===== src/rtl/seq_mul4.sv =====
// seq_mul4: sequential 4x4 unsigned multiplier. Feeds the 2x2 mux-based
// multiplier one digit pair per clock and shift-accumulates into 8 bits.

module with_mux (
  input  logic a,
  input  logic b,
  input  logic c,
  input  logic d,
  output logic f3,
  output logic f2,
  output logic f1,
  output logic f0
);
  // {a,b} * {c,d}, each output bit selected by the multiplier digit
  assign f0 = d ? b : 1'b0;
  assign f1 = c ? (d ? (a ^ b) : b) : (d ? a : 1'b0);
  assign f2 = c ? (d ? (a & ~b) : a) : 1'b0;
  assign f3 = (c & d) ? (a & b) : 1'b0;
endmodule

module seq_mul4 (
  input  logic       clk,
  input  logic       rst,
  input  logic       start,
  input  logic [3:0] x_in,
  input  logic [3:0] y_in,
  output logic       busy,
  output logic       done,
  output logic [7:0] product
);
  // state | meaning
  // IDLE  | waiting for start; product holds the last result
  // RUN   | one digit pair per clock, step selects the pair (0..3)
  typedef enum logic {IDLE, RUN} state_t;

  state_t     state, state_nxt;
  logic [1:0] step;
  logic [3:0] x_reg, y_reg;
  logic [7:0] acc;
  logic [1:0] x_dig, y_dig;
  logic [3:0] pp;
  logic [7:0] term;

  always_ff @(posedge clk or posedge rst) begin
    if (rst) state <= IDLE;
    else     state <= state_nxt;
  end

  always_comb begin
    state_nxt = state;
    case (state)
      IDLE:    if (start) state_nxt = RUN;
      RUN:     if (step == 2'd3) state_nxt = IDLE;
      default: state_nxt = IDLE;
    endcase
  end

  assign busy = (state == RUN);

  // step0: X0*Y0, step1: X0*Y1, step2: X1*Y0, step3: X1*Y1
  assign x_dig = step[1] ? x_reg[3:2] : x_reg[1:0];
  assign y_dig = step[0] ? y_reg[3:2] : y_reg[1:0];

  with_mux u_mul (
    .a  (x_dig[1]),
    .b  (x_dig[0]),
    .c  (y_dig[1]),
    .d  (y_dig[0]),
    .f3 (pp[3]),
    .f2 (pp[2]),
    .f1 (pp[1]),
    .f0 (pp[0])
  );

  always_comb begin
    term = {4'b0000, pp};
    case (step)
      2'd0:    term = {4'b0000, pp};
      2'd3:    term = {pp, 4'b0000};
      default: term = {2'b00, pp, 2'b00};
    endcase
  end

  always_ff @(posedge clk or posedge rst) begin
    if (rst) begin
      step    <= 2'd0;
      x_reg   <= 4'd0;
      y_reg   <= 4'd0;
      acc     <= 8'd0;
      product <= 8'd0;
      done    <= 1'b0;
    end else begin
      done <= 1'b0;
      if (state == IDLE) begin
        if (start) begin
          x_reg <= x_in;
          y_reg <= y_in;
          acc   <= 8'd0;
          step  <= 2'd0;
        end
      end else begin
        acc  <= acc + term;
        step <= step + 2'd1;
        if (step == 2'd3) begin
          product <= acc + term;
          done    <= 1'b1;
        end
      end
    end
  end
endmodule

===== config.mk =====
export PLATFORM = sky130hd
export DESIGN_NAME = seq_mul4
export DESIGN_NICKNAME = d
export VERILOG_FILES = /design/src/rtl/seq_mul4.sv
export SDC_FILE = /design/constraint.sdc
export NUM_CORES = 1
export LEC_CHECK = 0
export ABC_AREA = 1
export ABC_CLOCK_PERIOD_IN_PS = 2530
export CAP_MARGIN = 20
export CORE_MARGIN = 1.5
export CORE_UTILIZATION = 55
export CTS_CLUSTER_DIAMETER = 30
export CTS_CLUSTER_SIZE = 20
export DETAILED_ROUTE_END_ITERATION = 7
export PLACE_DENSITY = 0.79
export SYNTH_ARGS = -nofsm -noshare
export SYNTH_HDL_FRONTEND = slang
export SYNTH_HIERARCHICAL = 1
export SYNTH_SLANG_ARGS = --single-unit

===== constraint.sdc =====
create_clock -name clk -period 2.53 [get_ports clk]
set_input_delay 0.6325 -clock clk [delete_from_list [all_inputs] [get_ports clk]]
set_output_delay 0.6325 -clock clk [all_outputs]
set_load 0.05 [all_outputs]

==> results of run 1 <==
[layer usage]
layer,GRT usage,part of all wire
met5,0,0
met4,0.136,0.042
met3,0.0246,0.039
met2,0.362,0.48
met1,0.318,0.44
[layout by cell type (no fill, tap or decap), types with 6 or more instances in the layout]
master | Yosys | routed
nand2_1 | 67 | 60
dfrtp_1 | 28 | 27
inv_1 | 26 | 20
clkdlybuf4s50_1 | 0 | 20
nand3_1 | 18 | 15
buf_4 | 0 | 10
nand2_2 | 2 | 9
ha_1 | 11 | 9
nor2_1 | 12 | 8
mux2_4 | 8 | 8
inv_2 | 0 | 6
[cells in the mapped netlist]
cell,count
xor2_1,1
or2_1,1
fa_1,1
mux2_4,8
inv_4,1
nand2_2,2
dfrtp_1,28
buf_2,1
o21ai_0,7
a21oi_4,1
nand2_4,1
nor2_1,12
a21oi_1,1
nand3_1,18
a21o_1,1
nand3b_1,2
inv_1,26
buf_6,2
or2_4,1
o21ai_1,4
xnor2_1,1
ha_1,11
o22ai_1,2
nand2_1,67
[worst paths after layout]
| check | from | endpoint | cells after the start |
|---|---|---|---|
| setup / recovery | step[1] | product[6] | 17 |
| hold / removal | product[6] | product[6] | 2 |
| setup reg to reg | step[1] | product[6] | 17 |
| hold reg to reg | product[6] | product[6] | 2 |
| max in group asynchronous | rst | step[0] | 3 |
| min in group asynchronous | rst | product[2] | 3 |
[area by class of cell]
| class | count | area [sq um] | area share |
|---|---|---|---|
| Multi-Input combinational cell | 142 | 920 | 0.441 |
| Timing Repair Buffer | 31 | 287 | 0.137 |
| Sequential cell | 28 | 702 | 0.336 |
| Tap cell | 31 | 38.8 | 0.0186 |
| Clock buffer | 4 | 36.3 | 0.0174 |
| Inverter | 27 | 104 | 0.0498 |
[worst min-delay path: stages, from the launching register on]
cell and delay [ns]:
dfrtp_1 0.37, nand2_1 0.06, nand2_1 0.05
[logic make-up after synthesis]
family | count (synthesis) | synth area share
AND/OR/NAND/NOR | 104 | 0.265
buffers and inverters | 30 | 0.0789
flip-flops | 28 | 0.421
AO/OA/AOI/OAI | 16 | 0.0579
adder cells (fa/ha/maj) | 12 | 0.0947
multiplexers | 8 | 0.0722
XOR/XNOR | 2 | 0.0105
[through the flow]
stage / total power, W / TNS, ns / hold WS (ns)
6_report: 0.00298 / 0 / 0.496
5_1_grt: 0.00316 / -0.137 / 0.546
4_1_cts: 0.00258 / 0 / 0.502
3_5_place_dp: 0.00231 / 0 / 0.465
3_3_place_gp: 0.00224 / 0 / 0.463
2_1_floorplan: 0.00195 / 0 / 0.456
[repair_timing]
action	in CTS	in global routing
gates resized for setup	1	30
setup endpoints to repair	8	10
pin swaps	0	11
endpoints found under the hold margin	0	0
buffers inserted	2	6
[where the power goes]
part / internal, W / switching [W]
sequential: 0.000642 / 0.000121
clock: 0.0000883 / 0.000133
combinational: 0.000809 / 0.00119
==> summary.md, run 1 <==
| Metric | Value |
|---|---|
| Status | complete, no violations |
| Hold-fix buffers at CTS | 0 |
| Avg Cell Area, Syn | 8.32 sq um |
| Seq cells post-synth | 28 |
| FMAX | 403 MHz |
| Area post-placement | 1900 sq um |
| Crit path largest cell delay | 0.43 ns |
| RD Place Congestion | 0.939 |
| Synth warn | 6 |
| Largest net degree at the start of global routing | 29 |
| CP Data Arrival Time | 2.77 ns |
| Post-synthesis net count | 223 |
| Crit start category | flop |
| Port Buffers | 20 |
| DRC | 0 |
| Power Density | 1430 nW/um^2 |
| Design Area, Final | 2090 sq um |
| Core Region | 2810 sq um |
| # setup viols final | 0 |
| Leakage power | 1.11 nW |
| Cells after DPL | 251 |
| Die Wd | 58.0 um |
| Top delay family on crit path | simple AND/OR/NAND/NOR gates |
| Fill count | 207 |
| Leading post-synthesis cells by cell area | dfrtp_1 42%, nand2_1 15%, ha_1 8.3%, mux2_4 7.2%, inv_1 5.9% |
| Post-synthesis sequential area ratio | 0.421 |
| Clk_skew | 0.00305 ns |
| Hold Path Class | flop to flop |
| Synth unique cells | 24 |
| Rel. slew slack | 0.668 |
| Final HPWL DP | 2480 um |
| Final number of max-transition violations | 0 |
| Initial Utilization | 0.593 |
| Die height | 58.0 um |
| H-Tree Level Count | 1 |
| Worst-path fanout max | 4 |
| Synth top area share | 0.421 |
| Fin worst setup slack | 0.0498 ns |
| Reg2reg setup slack | 0.05 ns |
| FP Rows | 19 |
| Total track usage | 0.233 |
| DR vias | 1487 |
| GRT Residual Overflow | 0 |
| Crit Path Class | flop to flop |
| Critical Path Sink Type | flop |
| Fin cells | 263 |
| Post-Syn Area | 1660 sq um |
| Peak VDD IR | 715 uV |
| Layout cells sized above 1 | 0.241 |
| # clock sinks | 28 |
| First-pass GRT wire length | 6070 um |
| Pre-CTS WS | 0.0490 ns |
| Max-cap viol count | 0 |
| Tcrit/Tclk final | 0.980 |
| Cells after Synth | 200 |
| Final Hold Violating Endpoints | 0 |
| Largest regs | acc: 8 flops, product: 8 flops |
| TritonCTS Buffers | 3 |
| Vias in the first global route | 1397 |
| Min Clock Period, post-route | 2.48 ns |
| Top-level I/O count | 21 |
| Worst-path cell chain | inv_2, nand2_2, nand2_2, inv_2, ha_4, inv_2, nor2_2, nor2_2, inv_2, o22ai_2, ha_1, or2_4, nand3b_1, nand2_1, nand2_2, nand3_2, nand2_1 |
| N_diodes | 0 |
| DR iter-0 viols | 91 |
| TritonCTS clock tree | built |
| 1st-pass router iterations | 6 |
| Worst-Margin Slew | 0.496 ns |
| Final net count | 256 |
| Final core utilization | 0.744 |
| Worst-path clk slew | 0.15 ns |
| Area Growth Syn to Fin | 25.4% |
| Clock tree buffer depth | 2 |
| Sum of buffers and inverters on the critical path | 4 |
| Final wirelength | 3980 um |
| Slowest stage cell on the critical path | dfrtp_1 |
| Post-DRT Antenna Nets | 0 |
| CP dominant cell by count | inv_2 |
| Clk_lat worst skew | 0.33 ns |
| WP data required | 2.82 ns |
| Vias per inst | 5.65 |
| Post-synth top area cell | dfrtp_1 |
| DR WL/cell | 15.1 um |
| Clock Tree Root | clkbuf_4 |
| Initial antenna violation count | 0 |
| Die footprint | 3360 sq um |
Note: power is estimated with default switching activity, not from simulation.
==> run 2: changes to the inputs <==
Settings changed: PLACE_DENSITY 0.79 to unset, PLACE_DENSITY_LB_ADDON set to 0.08.
==> run 2 against run 1 <==
Net effect:
- non-clock buffer count shrank 3
- core utilization shrank 0.76 points
- worst hold slack is essentially flat
- maximum frequency shrank 0.55%
- flip-flop and latch count is the same
- sequential power is essentially flat
- clock skew grew 0.011 ns
- sequential share of layout area grew 0.29 points
- register-to-register slack is essentially flat
- worst setup slack lost 0.014 ns
- critical path type unchanged
- highest routed layer unchanged
==> summary.md, run 2 (synthesis gave the netlist of run 1 again) <==
| Metric | Value |
|---|---|
| Top-level I/O count | 21 |
| N_diodes | 0 |
| Tcrit/Tclk final | 0.986 |
| Total track usage | 0.214 |
| Crit Path Class | flop to flop |
| Combinational power share | 0.673 |
| Design Area, Final | 2070 sq um |
| 1st-pass router iterations | 6 |
| Worst Hold End | product[4] |
| Port Buffers | 20 |
| Most frequent cells in the layout | 60 x nand2_1, 28 x dfrtp_1, 22 x inv_1, 20 x clkdlybuf4s50_1, 15 x nand3_1 |
| DR iter-0 viols | 81 |
| Core Region | 2810 sq um |
| Clock tree buffer depth | 2 |
| FMAX | 401 MHz |
| Register-to-Register Path Depth | 17 |
| Worst-path clk slew | 0.15 ns |
| TritonCTS clock tree | built |
| Worst-path fanout max | 5 |
| Switching part of the total power | 0.484 |
| Commonest non-fill, non-tap cell in the layout | nand2_1 |
| Hold-fix buffers at CTS | 0 |
| Initial Utilization | 0.593 |
| Worst-path cell chain | inv_2, nand2_2, nand2_2, inv_2, ha_4, inv_1, nor2_2, nor2_2, inv_2, o22ai_4, ha_4, or2_4, nand3b_1, nand2_1, nand2_2, nand3_2, nand2_1 |
| Crit path largest cell delay | 0.46 ns |
| Initial antenna violation count | 0 |
| Peak VDD IR | 816 uV |
| Final number of max-transition violations | 0 |
| Cell internal pwr | 0.00149 W |
| RD Place Congestion | 0.989 |
| Status | complete, no violations |
| Multi-input gate area | 936 sq um |
| Hold-critical path depth | 2 |
| Rel. slew slack | 0.669 |
| # clock sinks | 28 |
| GRT Residual Overflow | 0 |
| Layout cells sized above 1 | 0.219 |
| Sum of buffers and inverters on the critical path | 4 |
| Area post-placement | 1900 sq um |
| Setup TNS | 0 ns |
| Clock Tree Root | clkbuf_4 |
| Reg2reg end | product[6] |
| Worst-Margin Slew | 0.496 ns |
| Clk pwr share | 0.062 |
| Final HPWL DP | 2600 um |
| Min Clock Period, post-route | 2.49 ns |
| Vias in the first global route | 1292 |
| Area Growth Syn to Fin | 24.1% |
| TritonCTS Buffers | 3 |
| Die footprint | 3360 sq um |
| Reg2reg start | step[1] |
| Hold Path Class | flop to flop |
| Top delay family on crit path | simple AND/OR/NAND/NOR gates |
| Flop pwr share | 0.265 |
| Power Density | 1400 nW/um^2 |
| FP Rows | 19 |
| Largest net degree at the start of global routing | 29 |
| First-pass GRT wire length | 5600 um |
| # setup viols final | 0 |
| Slowest stage cell on the critical path | dfrtp_1 |
| DRC | 0 |
| DR vias | 1414 |
| Final net count | 253 |
| Reg area | 701 sq um |
| Crit start category | flop |
| Clk_lat worst skew | 0.32 ns |
| WP data required | 2.79 ns |
| Clk_skew | 0.0136 ns |
| Max-cap viol count | 0 |
| Vias per inst | 5.46 |
| Final wirelength | 3640 um |
| Largest regs | acc: 8 flops, product: 8 flops |
| Fill count | 212 |
| Die height | 58.0 um |
| HP Start | product[4] |
| H-Tree Level Count | 1 |
| CP Data Arrival Time | 2.76 ns |
| P_sw | 0.00140 W |
| Die Wd | 58.0 um |
| Leakage power | 1.09 nW |
| Final Hold Violating Endpoints | 0 |
| DR WL/cell | 14.0 um |
| Reg2reg setup slack | 0.04 ns |
| Post-DRT Antenna Nets | 0 |
| Critical Path Sink Type | flop |
[run 2: power by group through the flow]
stage / combinational, W / clock [W] / sequential, W
detailed placement: 0.00156 / 0 / 0.000767
finish: 0.00195 / 0.000178 / 0.000767
floorplan: 0.00101 / 0 / 0.000946
global placement: 0.00150 / 0 / 0.000767
global route: 0.00212 / 0.000200 / 0.000787
CTS: 0.00161 / 0.000184 / 0.000760
[run 2: worst max-delay path by stage]
stage                  from         end  slack (ns)  cells after the start
floorplan           step[1]  product[6]        0.27                     16
global placement    step[1]      acc[6]         0.1                     16
detailed placement  step[1]      acc[6]       -0.05                     17
CTS                 step[1]      acc[6]       0.007                     17
global route        step[1]      acc[6]       -0.07                     16
finish              step[1]  product[6]        0.04                     17
[run 2: layout make-up]
cell class                 count  share of cell area
clock buffer                   3              0.0109
multi-input combinational    142               0.453
sequential                    28               0.339
timing repair buffer          28               0.128
inverter                      27              0.0503
tap                           31              0.0188
[run 2: timing repair]
action / 4_1_cts / 5_1_grt
pin swaps: 3 / 13
setup buffers: 2 / 3
resized for setup: 2 / 27
setup endpoints to repair: 5 / 10
[run 2: per-layer routing]
layer,up-vias,share of wire,global-route usage
met2,35,0.50,0.359
li1,688,-,-
met5,-,0,0
met4,0,0.017,0.0864
met1,685,0.46,0.284
met3,6,0.026,0.0223
[run 2: tightest hold or removal path, stage by stage (launching register included)]
cell     delay [ns]
dfrtp_1        0.37
nand2_1        0.05
nand2_1        0.05
[run 2: per-stage QoR]
stage | setup WS (ns) | util | hold WS [ns] | power, W | std cells
after floorplan | 0.268 | - | 0.456 | 0.00195 | 200
after global placement | 0.0951 | 0.677 | 0.463 | 0.00226 | 251
after detailed placement | -0.0547 | 0.677 | 0.467 | 0.00233 | 251
after CTS | 0.00732 | 0.691 | 0.501 | 0.00256 | 256
after global routing | -0.0748 | 0.736 | 0.524 | 0.00311 | 259
final | 0.0360 | 0.736 | 0.496 | 0.00289 | 259
